**src/rtl/ofm_pkg.sv**
```systemverilog
// Shared types and constants for the OFM read-back path.
package ofm_pkg;

  typedef enum logic [1:0] {
    StIdle,
    StRead,
    StFlush,
    StFin
  } state_e;

  localparam int unsigned FifoDepth = 3;
  localparam int unsigned FifoCntW  = $clog2(FifoDepth + 1);

  // Bank index width; a single bank still needs one bit.
  function automatic int unsigned bank_w(input int unsigned n);
    return (n > 1) ? $clog2(n) : 1;
  endfunction

endpackage

```
**src/rtl/ofm_drain_fifo.sv**
```systemverilog
// Three-entry output FIFO; pushes accepted when full only if the head pops in the same cycle.
module ofm_drain_fifo
  import ofm_pkg::*;
#(
  parameter int unsigned Width = 32
) (
  input  logic                clk_i,
  input  logic                rst_ni,
  input  logic                push_i,
  input  logic                pop_i,
  input  logic [Width-1:0]    wdata_i,
  output logic [Width-1:0]    rdata_o,
  output logic                full_o,
  output logic                empty_o,
  output logic [FifoCntW-1:0] cnt_o
);

  typedef logic [FifoCntW-1:0] ptr_t;

  logic [Width-1:0] mem_q [FifoDepth];
  ptr_t             wr_ptr_q, rd_ptr_q, cnt_q;
  logic             do_push, do_pop;

  function automatic ptr_t ptr_inc(input ptr_t p);
    return (p == ptr_t'(FifoDepth - 1)) ? '0 : p + ptr_t'(1);
  endfunction

  always_comb begin
    empty_o = (cnt_q == '0);
    full_o  = (cnt_q == ptr_t'(FifoDepth));
    do_pop  = pop_i && !empty_o;
    do_push = push_i && (!full_o || do_pop);
    rdata_o = mem_q[rd_ptr_q];
    cnt_o   = cnt_q;
  end

  always_ff @(posedge clk_i or negedge rst_ni) begin
    if (!rst_ni) begin
      for (int i = 0; i < FifoDepth; i++) mem_q[i] <= '0;
      wr_ptr_q <= '0;
      rd_ptr_q <= '0;
      cnt_q    <= '0;
    end else begin
      if (do_push) begin
        mem_q[wr_ptr_q] <= wdata_i;
        wr_ptr_q        <= ptr_inc(wr_ptr_q);
      end
      if (do_pop) rd_ptr_q <= ptr_inc(rd_ptr_q);
      if (do_push && !do_pop) cnt_q <= cnt_q + ptr_t'(1);
      else if (!do_push && do_pop) cnt_q <= cnt_q - ptr_t'(1);
    end
  end

endmodule

```
**src/rtl/ofm_drain.sv**
```systemverilog
// Reads all OFM banks address-major and serialises the words onto a valid/ready stream.
module ofm_drain
  import ofm_pkg::*;
#(
  parameter int unsigned N  = 4,
  parameter int unsigned W  = 32,
  parameter int unsigned AW = 7
) (
  input  logic                  clk,
  input  logic                  rstN,
  input  logic                  start,
  input  logic [AW-1:0]         count,
  output logic [N-1:0]          rdEn,
  output logic [AW-1:0]         rdAdr,
  input  logic [N*W-1:0]        rdData,
  output logic                  outValid,
  input  logic                  outReady,
  output logic [W-1:0]          outData,
  output logic [bank_w(N)-1:0]  outBank,
  output logic [AW-1:0]         outAdr,
  output logic                  outLast,
  output logic                  busy,
  output logic                  done
);

  localparam int unsigned BW   = bank_w(N);
  localparam int unsigned EntW = 1 + BW + AW + W;
  localparam logic [BW-1:0] LastBank = BW'(N - 1);

  state_e          state_q, state_d;
  logic [AW-1:0]   cnt_q, cnt_d, adr_q, adr_d;
  logic [BW-1:0]   bank_q, bank_d;
  logic [1:0]      inflight_q, inflight_d;
  // Tag of the read issued last cycle, whose data is on rdData now.
  logic            pend_q, pend_last_q;
  logic [BW-1:0]   pend_bank_q;
  logic [AW-1:0]   pend_adr_q;

  logic                fifo_full, fifo_empty, pop, issue, last_issue, credit_ok;
  logic [FifoCntW-1:0] fifo_cnt;
  logic [W-1:0]        bank_word;
  logic [EntW-1:0]     head;

  always_comb begin
    credit_ok  = !fifo_full && (({1'b0, fifo_cnt} + {1'b0, inflight_q}) < 3'(FifoDepth));
    issue      = (state_q == StRead) && credit_ok;
    last_issue = (bank_q == LastBank) && (adr_q == cnt_q - AW'(1));
    pop        = outValid && outReady;
    rdEn       = '0;
    bank_word  = '0;
    for (int unsigned b = 0; b < N; b++) begin
      rdEn[b] = issue && (bank_q == BW'(b));
      if (pend_bank_q == BW'(b)) bank_word = rdData[b*W +: W];
    end
    rdAdr = adr_q;
    busy  = (state_q == StRead) || (state_q == StFlush);
    done  = (state_q == StFin);
  end

  always_comb begin
    state_d = state_q;
    cnt_d   = cnt_q;
    adr_d   = adr_q;
    bank_d  = bank_q;
    unique case (state_q)
      StIdle: begin
        if (start) begin
          cnt_d   = count;
          adr_d   = '0;
          bank_d  = '0;
          state_d = (count == '0) ? StFin : StRead;
        end
      end
      StRead: begin
        if (issue) begin
          if (bank_q == LastBank) begin
            bank_d = '0;
            adr_d  = adr_q + AW'(1);
          end else begin
            bank_d = bank_q + BW'(1);
          end
          if (last_issue) state_d = StFlush;
        end
      end
      StFlush: begin
        // Leave as the final word transfers so done lands on the following cycle.
        if (inflight_q == '0 && (fifo_empty || (fifo_cnt == FifoCntW'(1) && pop))) begin
          state_d = StFin;
        end
      end
      StFin:   state_d = StIdle;
      default: state_d = StIdle;
    endcase
  end

  always_comb begin
    inflight_d = inflight_q;
    if (issue && !pend_q) inflight_d = inflight_q + 2'd1;
    else if (!issue && pend_q) inflight_d = inflight_q - 2'd1;
  end

  always_ff @(posedge clk or negedge rstN) begin
    if (!rstN) begin
      state_q     <= StIdle;
      cnt_q       <= '0;
      adr_q       <= '0;
      bank_q      <= '0;
      inflight_q  <= '0;
      pend_q      <= 1'b0;
      pend_last_q <= 1'b0;
      pend_bank_q <= '0;
      pend_adr_q  <= '0;
    end else begin
      state_q    <= state_d;
      cnt_q      <= cnt_d;
      adr_q      <= adr_d;
      bank_q     <= bank_d;
      inflight_q <= inflight_d;
      pend_q     <= issue;
      if (issue) begin
        pend_last_q <= last_issue;
        pend_bank_q <= bank_q;
        pend_adr_q  <= adr_q;
      end
    end
  end

  ofm_drain_fifo #(
    .Width (EntW)
  ) u_fifo (
    .clk_i   (clk),
    .rst_ni  (rstN),
    .push_i  (pend_q),
    .pop_i   (pop),
    .wdata_i ({pend_last_q, pend_bank_q, pend_adr_q, bank_word}),
    .rdata_o (head),
    .full_o  (fifo_full),
    .empty_o (fifo_empty),
    .cnt_o   (fifo_cnt)
  );

  assign outValid = !fifo_empty;
  assign {outLast, outBank, outAdr, outData} = head;

endmodule

```
**config.mk**
```make
export PLATFORM = sky130hd
export DESIGN_NAME = ofm_drain
export DESIGN_NICKNAME = d
export VERILOG_FILES = /design/src/rtl/ofm_pkg.sv /design/src/rtl/ofm_drain_fifo.sv /design/src/rtl/ofm_drain.sv
export SDC_FILE = /design/constraint.sdc
export NUM_CORES = 1
export LEC_CHECK = 0
export BUFFER_PORTS_ARGS = -buffer_cell sky130_fd_sc_hd__buf_2
export CAP_MARGIN = 40
export CORE_MARGIN = 5
export CORE_UTILIZATION = 59
export DETAILED_ROUTE_END_ITERATION = 12
export GPL_TIMING_DRIVEN = 0
export PLACE_DENSITY_LB_ADDON = 0.15
export SETUP_SLACK_MARGIN = 0.2
export SKIP_LAST_GASP = 1
export SYNTH_ARGS = -nofsm -noshare
export SYNTH_HDL_FRONTEND = slang
export SYNTH_SLANG_ARGS = --single-unit
```
**constraint.sdc**
```tcl
create_clock -name clk -period 6.2 [get_ports clk]
set_input_delay 0.62 -clock clk [delete_from_list [all_inputs] [get_ports clk]]
set_output_delay 0.62 -clock clk [all_outputs]
set_load 0.005 [all_outputs]
```
# ---- Word-level counts from Yosys, hierarchy flattened
# Index checks and enable logic that the tools add are counted.
dict set report op_classes {
  magnitude_cmp 4
  n_eq_ne 19
  reduce_logical 39
  muxes 30
  add_sub_neg 10
  n_bitwise 2
}
# operator count
set op_table {}
lappend op_table {{two-way mux 32 bit} 4}
lappend op_table {{bitwise mux 126 bit} 1}
lappend op_table {{two-way mux 42 bit} 3}
lappend op_table {{binary-select mux 42 bit (select 2 bit)} 1}
lappend op_table {{demux 42 bit (select 2 bit)} 1}
lappend op_table {{two-way mux 2 bit} 14}
lappend op_table {{two-way mux 7 bit} 3}
lappend op_table {{equality test 2 bit, second input constant} 9}
lappend op_table {{logical AND 1 bit} 17}
lappend op_table {{one-hot mux 7 bit (2 select lines)} 1}
lappend op_table {{adder 2 x 1 -> 2 bit, second input constant} 5}
lappend op_table {{zero test 2 bit} 5}
lappend op_table {{equality test 2 x 1 -> 1 bit, second input constant} 4}
lappend op_table {{inequality test 2 bit, second input constant} 4}
lappend op_table {{one-hot mux 2 bit (4 select lines)} 1}
lappend op_table {{AND reduction 4 bit} 2}
lappend op_table {{adder 7 x 1 -> 7 bit, second input constant} 1}
lappend op_table {{equality test 7 bit} 1}
lappend op_table {{zero test 7 bit} 1}
lappend op_table {{subtractor 7 x 1 -> 7 bit, second input constant} 1}
lappend op_table {{>= comparator 3 bit, second input constant} 2}
lappend op_table {{zero test 1 bit} 6}
lappend op_table {{inverter 2 -> 3 bit} 2}
lappend op_table {{nonzero test 2 bit} 3}
lappend op_table {{other kinds (9)} 12}
dict set report word_totals {
  input_bits 139
  elab_cells 119
  register_bits 163
  out_inout_bits 56
}

# ---- Longest topological paths before layout
dict set report depth {
  word_depth 10
  depth_mapped 10
  depth_no_buf 10
}

# ---- By module
# A second synthesis with hierarchy kept.
dict set report unflattened {
  hier_cells 665
  hier_area_um2 8797.2
}
# module cells_per_inst seq_area_each_um2 area_per_inst_um2 instances
set modules_own_cells {}
lappend modules_own_cells {ofm_drain_fifo 434 3303.2 6169.7 1}
lappend modules_own_cells {ofm_drain 231 775.7 2627.5 1}

# ---- Worst setup path after synthesis
# No wires, ideal clock.
dict set report synth_timing {
  path_kind {register -> register}
  from {register inflight_q[0]}
  to {register adr_q[6] (netlist: rdAdr[6])}
  synth_period_minus_slack_ns 2.446
  setup_time_ns 0.078
  path_stages_with_launch 9
  arrival_ns 2.369
  slack_ns 3.754
  required_time_ns 6.122
  cell_sequence {dfrtp_1 > ha_1 > fa_1 > a211oi_4 > nand3_2 > a21oi_4 > nand4_4 > or3_1 > a21oi_1}
}
dict set report synth_between {
  elab_chain_cells 6
}
# element line
set synth_lines {}
lappend synth_lines {{start: declaration} ofm_drain.sv:33} ;# logic [1:0] inflight_q, inflight_d;
lappend synth_lines {{start signal: assignment} ofm_drain.sv:118} ;# inflight_q <= inflight_d;
lappend synth_lines {{adder 2 x 2 -> 3 bit} ofm_drain.sv:45} ;# credit_ok = !fifo_full && (({1'b0, fifo_cnt} + {1'b0, inflight_q}) < 3'(FifoDepth));
lappend synth_lines {{less-than comparator 3 x 2 -> 1 bit} ofm_drain.sv:45}
lappend synth_lines {{logical AND 1 bit} ofm_drain.sv:45}
lappend synth_lines {{logical AND 1 bit} ofm_drain.sv:46} ;# issue = (state_q == StRead) && credit_ok;
lappend synth_lines {{inequality test 2 bit (no source line)} -}
lappend synth_lines {{AND reduction 4 bit (no source line)} -}
lappend synth_lines {{end signal: assignment} ofm_drain.sv:116} ;# adr_q <= adr_d;
lappend synth_lines {{end: declaration} ofm_drain.sv:31} ;# logic [AW-1:0] cnt_q, cnt_d, adr_q, adr_d;
# No other way between the ends.
# A chain may end at the register's enable or synchronous reset.

# ---- Worst setup path after layout
dict set report layout_timing {
  from {register u_fifo.rd_ptr_q[0]}
  to {output outData[0]}
}
dict set report layout_between {
  elab_chain_cells 4
}
# element line
set layout_lines {}
lappend layout_lines {{start: declaration} ofm_drain_fifo.sv:21} ;# ptr_t wr_ptr_q, rd_ptr_q, cnt_q;
lappend layout_lines {{start signal: assignment} ofm_drain_fifo.sv:48} ;# if (do_pop) rd_ptr_q <= ptr_inc(rd_ptr_q);
lappend layout_lines {{inverter 2 -> 3 bit (implied by the code)} ofm_drain_fifo.sv:33} ;# rdata_o = mem_q[rd_ptr_q];
lappend layout_lines {{binary-select mux 42 bit (select 2 bit)} ofm_drain_fifo.sv:33}
lappend layout_lines {{two-way mux 42 bit (implied by the code) (2 in series)} ofm_drain_fifo.sv:33}
lappend layout_lines {{end: declaration} ofm_drain.sv:18} ;# output logic [W-1:0] outData,
# No other way between the ends. The select of a mux whose other input is x is not followed.

==> metrics.csv <==
metric,value,unit
FF-to-FF Start,inflight_q[0],
Core Rows,43,
H-Tree Depth,4,
root buffer cell,clkbuf_16,
CTS tree,built,
Syn Area/Cell,12.8,sq um
"EDFF count, synth",0,
max-cap viol count,0,
nets,1025,
relative slew slack,0.441,
Critical Path Start Type,flip-flop,
routability cong.,0.785,
layout cells sized above 1,0.468,
top-level I/O count,195,
"Min Clock Period, post-route",3050,ps
VDD IR max,0.246,mV
Die Area,0.0167,sq mm
initial core utilization,0.602,
CTS clock-pin slew for the worst setup and hold paths,60,ps
Slew Limit Fails,0,
Compound-Gate Fraction of Synth Area,0.0534,
Static Leak,4.76,nW
Final Hold Fails,0,
initial antenna violation count,0,
RSZ-0062 raised after global routing,no,
adder-cell share of the synthesized area,0.0277,
die width,129,microns
"Hold-fix buffers, CTS",0,
non-filler cells in the finished layout,1061,
ANT cells,0,
DRT Wirelength,20200,microns
Unique masters post-synth,46,
Worst Path Required,5580,ps
PwrDens,520,mW/mm^2
"Cell Area, Synth",0.00839,sq mm
"Seq/Total Area, Yosys",0.486,
largest family of logic cells by synthesized area,multiplexers,
#FFs+latches synth,163,
Die Ht,129,microns
largest net degree at the start of global routing,93,
Syn Nets,811,
Post-Place Cells,1029,
Hold Path Class,primary input to asynchronous set/reset pin,
TritonRoute pass-1 iters,5,
final setup margin,3150,ps
vias,6095,
Clock Path Buffers,2,
worst-path fanout max,10,
Via-to-Cell Ratio,5.74,
Post-Syn Instances,654,
crit path from,u_fifo.rd_ptr_q[0],
Synth Area in Simple Gates,0.0667,
post-synthesis mux area share,0.318,
CP Capture Type,output pin,
Setup CP Type,flip-flop to output pin,
Async SR Flop Fraction,1.00,
# setup viols final,0,
# resized after CTS,0,
Worst Tran Pin Value,838,ps
Worst EP arrival,2430,ps
final core occ,0.732,
"most common cell after layout, fill and taps aside",buf_2,
achievable clock frequency,0.328,GHz
CTS Sinks,163,
xor/xnor cell area share of the yosys netlist,0.0215,
grt ovf,0,
part of the cycle the worst path needs,0.492,
most frequent cells in the layout,"buf_2 (210), dfrtp_1 (163), mux2_2 (121), nand2_1 (77), o21ai_0 (51)",
dpl hpwl,14800,microns
ys flop type,dfrtp_1,
first-pass GRT wire length,32300,microns
# Post-CTS Setup Buffers,0,
IO buf count,194,
Post-route DRC,0,
WL/cell,19.0,microns
"worst slack, placed",3520,ps
Clock Latency Late Sink,420,ps
yosys warns,0,
status,finished clean,
synthesis-to-finish area growth,21.6,%
number of global-route vias before repair,6571,
Worst Skew,5.06,ps
CTS Buf Count,17,
Total GRT Usage,0.249,
Final ANT Viol Nets,0,
initial DRC count,311,
core area,0.0139,sq mm
total negative slack,0,ps
## stage by stage
step           power, mW  cell area, sq um  hold slack [ps]
3_5_place_dp        4.30              9620              475
5_1_grt             5.67             10200              266
4_1_cts             5.34             10200              233
2_1_floorplan       3.47              8390              324
6_report            5.31             10200              213
3_3_place_gp        4.15              9590              467
## cell usage after synthesis (10+ instances only)
| cell | instances | share of area |
|---|---|---|
| o21ai_0 | 51 | 0.030 |
| mux2i_1 | 44 | 0.052 |
| ha_1 | 17 | 0.025 |
| xor2_1 | 10 | 0.010 |
| nand2_1 | 77 | 0.034 |
| buf_2 | 17 | 0.010 |
| mux4_2 | 32 | 0.086 |
| mux2_1 | 13 | 0.017 |
| dfrtp_1 | 163 | 0.49 |
| clkbuf_1 | 17 | 0.0076 |
| mux2_2 | 121 | 0.16 |
| inv_1 | 14 | 0.0063 |
## kinds of logic (layout without fill, tap and decap cells)
group | after synthesis | after routing
muxes | 210 | 210
DFF | 163 | 163
and+or+nand+nor | 116 | 116
AOI/OAI and AO/OA | 75 | 75
buffers and inverters | 53 | 280
xor gates and xnor gates | 19 | 19
adders and majority gates | 18 | 18
## sequential cells by signal, summed over array words and instances (netlist names)
name and cells:
pend_last_q 1, u_fifo.wr_ptr_q 2, bank_q 2, pend_q 1, pend_bank_q 2, u_fifo.cnt_o 2
u_fifo.rd_ptr_q 2, cnt_q 7, u_fifo.mem_q 126, pend_adr_q 7, state_q 2, rdAdr 7
inflight_q 2
## per-layer routing
metal | global-route usage | share of wire | wire length (microns)
met1 | 0.301 | 0.40 | 8100
met2 | 0.447 | 0.52 | 10600
met3 | 0.0449 | 0.056 | 1130
met4 | 0.0859 | 0.020 | 395
met5 | 0 | 0 | 0
## worst paths after layout
kind                                     end  slack [ps]  cells after the start
hold reg to reg              u_fifo.mem_q[1]         490                      1
hold / removal               u_fifo.mem_q[4]         210                      1
max in group asynchronous  u_fifo.mem_q[120]        5120                      2
min in group clk                    cnt_q[2]         440                      2
setup reg to reg                    rdAdr[6]        3480                      8
setup / recovery                  outData[0]        3150                      7
## report_power, final
group	total [mW]	switching [mW]	internal (mW)
Clock	1.03	0.434	0.598
Combinational	2.47	1.24	1.23
Sequential	1.81	0.281	1.53
## critical path, stage by stage (launching register included)
cell      delay [ps]
dfrtp_1          320
clkbuf_1         330
nor2b_1          180
clkbuf_1         250
clkbuf_1         480
nand2_1          100
o21ai_0          160
buf_2            190
## cell type report
cell class | instances | area [sq um]
multi-input combinational | 438 | 4090
tap | 180 | 225
clock buffer | 18 | 429
clock inverter | 14 | 156
fill | 973 | 3730
sequential | 163 | 4080
buffer | 38 | 164
inverter | 15 | 56.3
timing repair buffer | 195 | 1000
No activity file was read; power rests on OpenSTA's default activity.
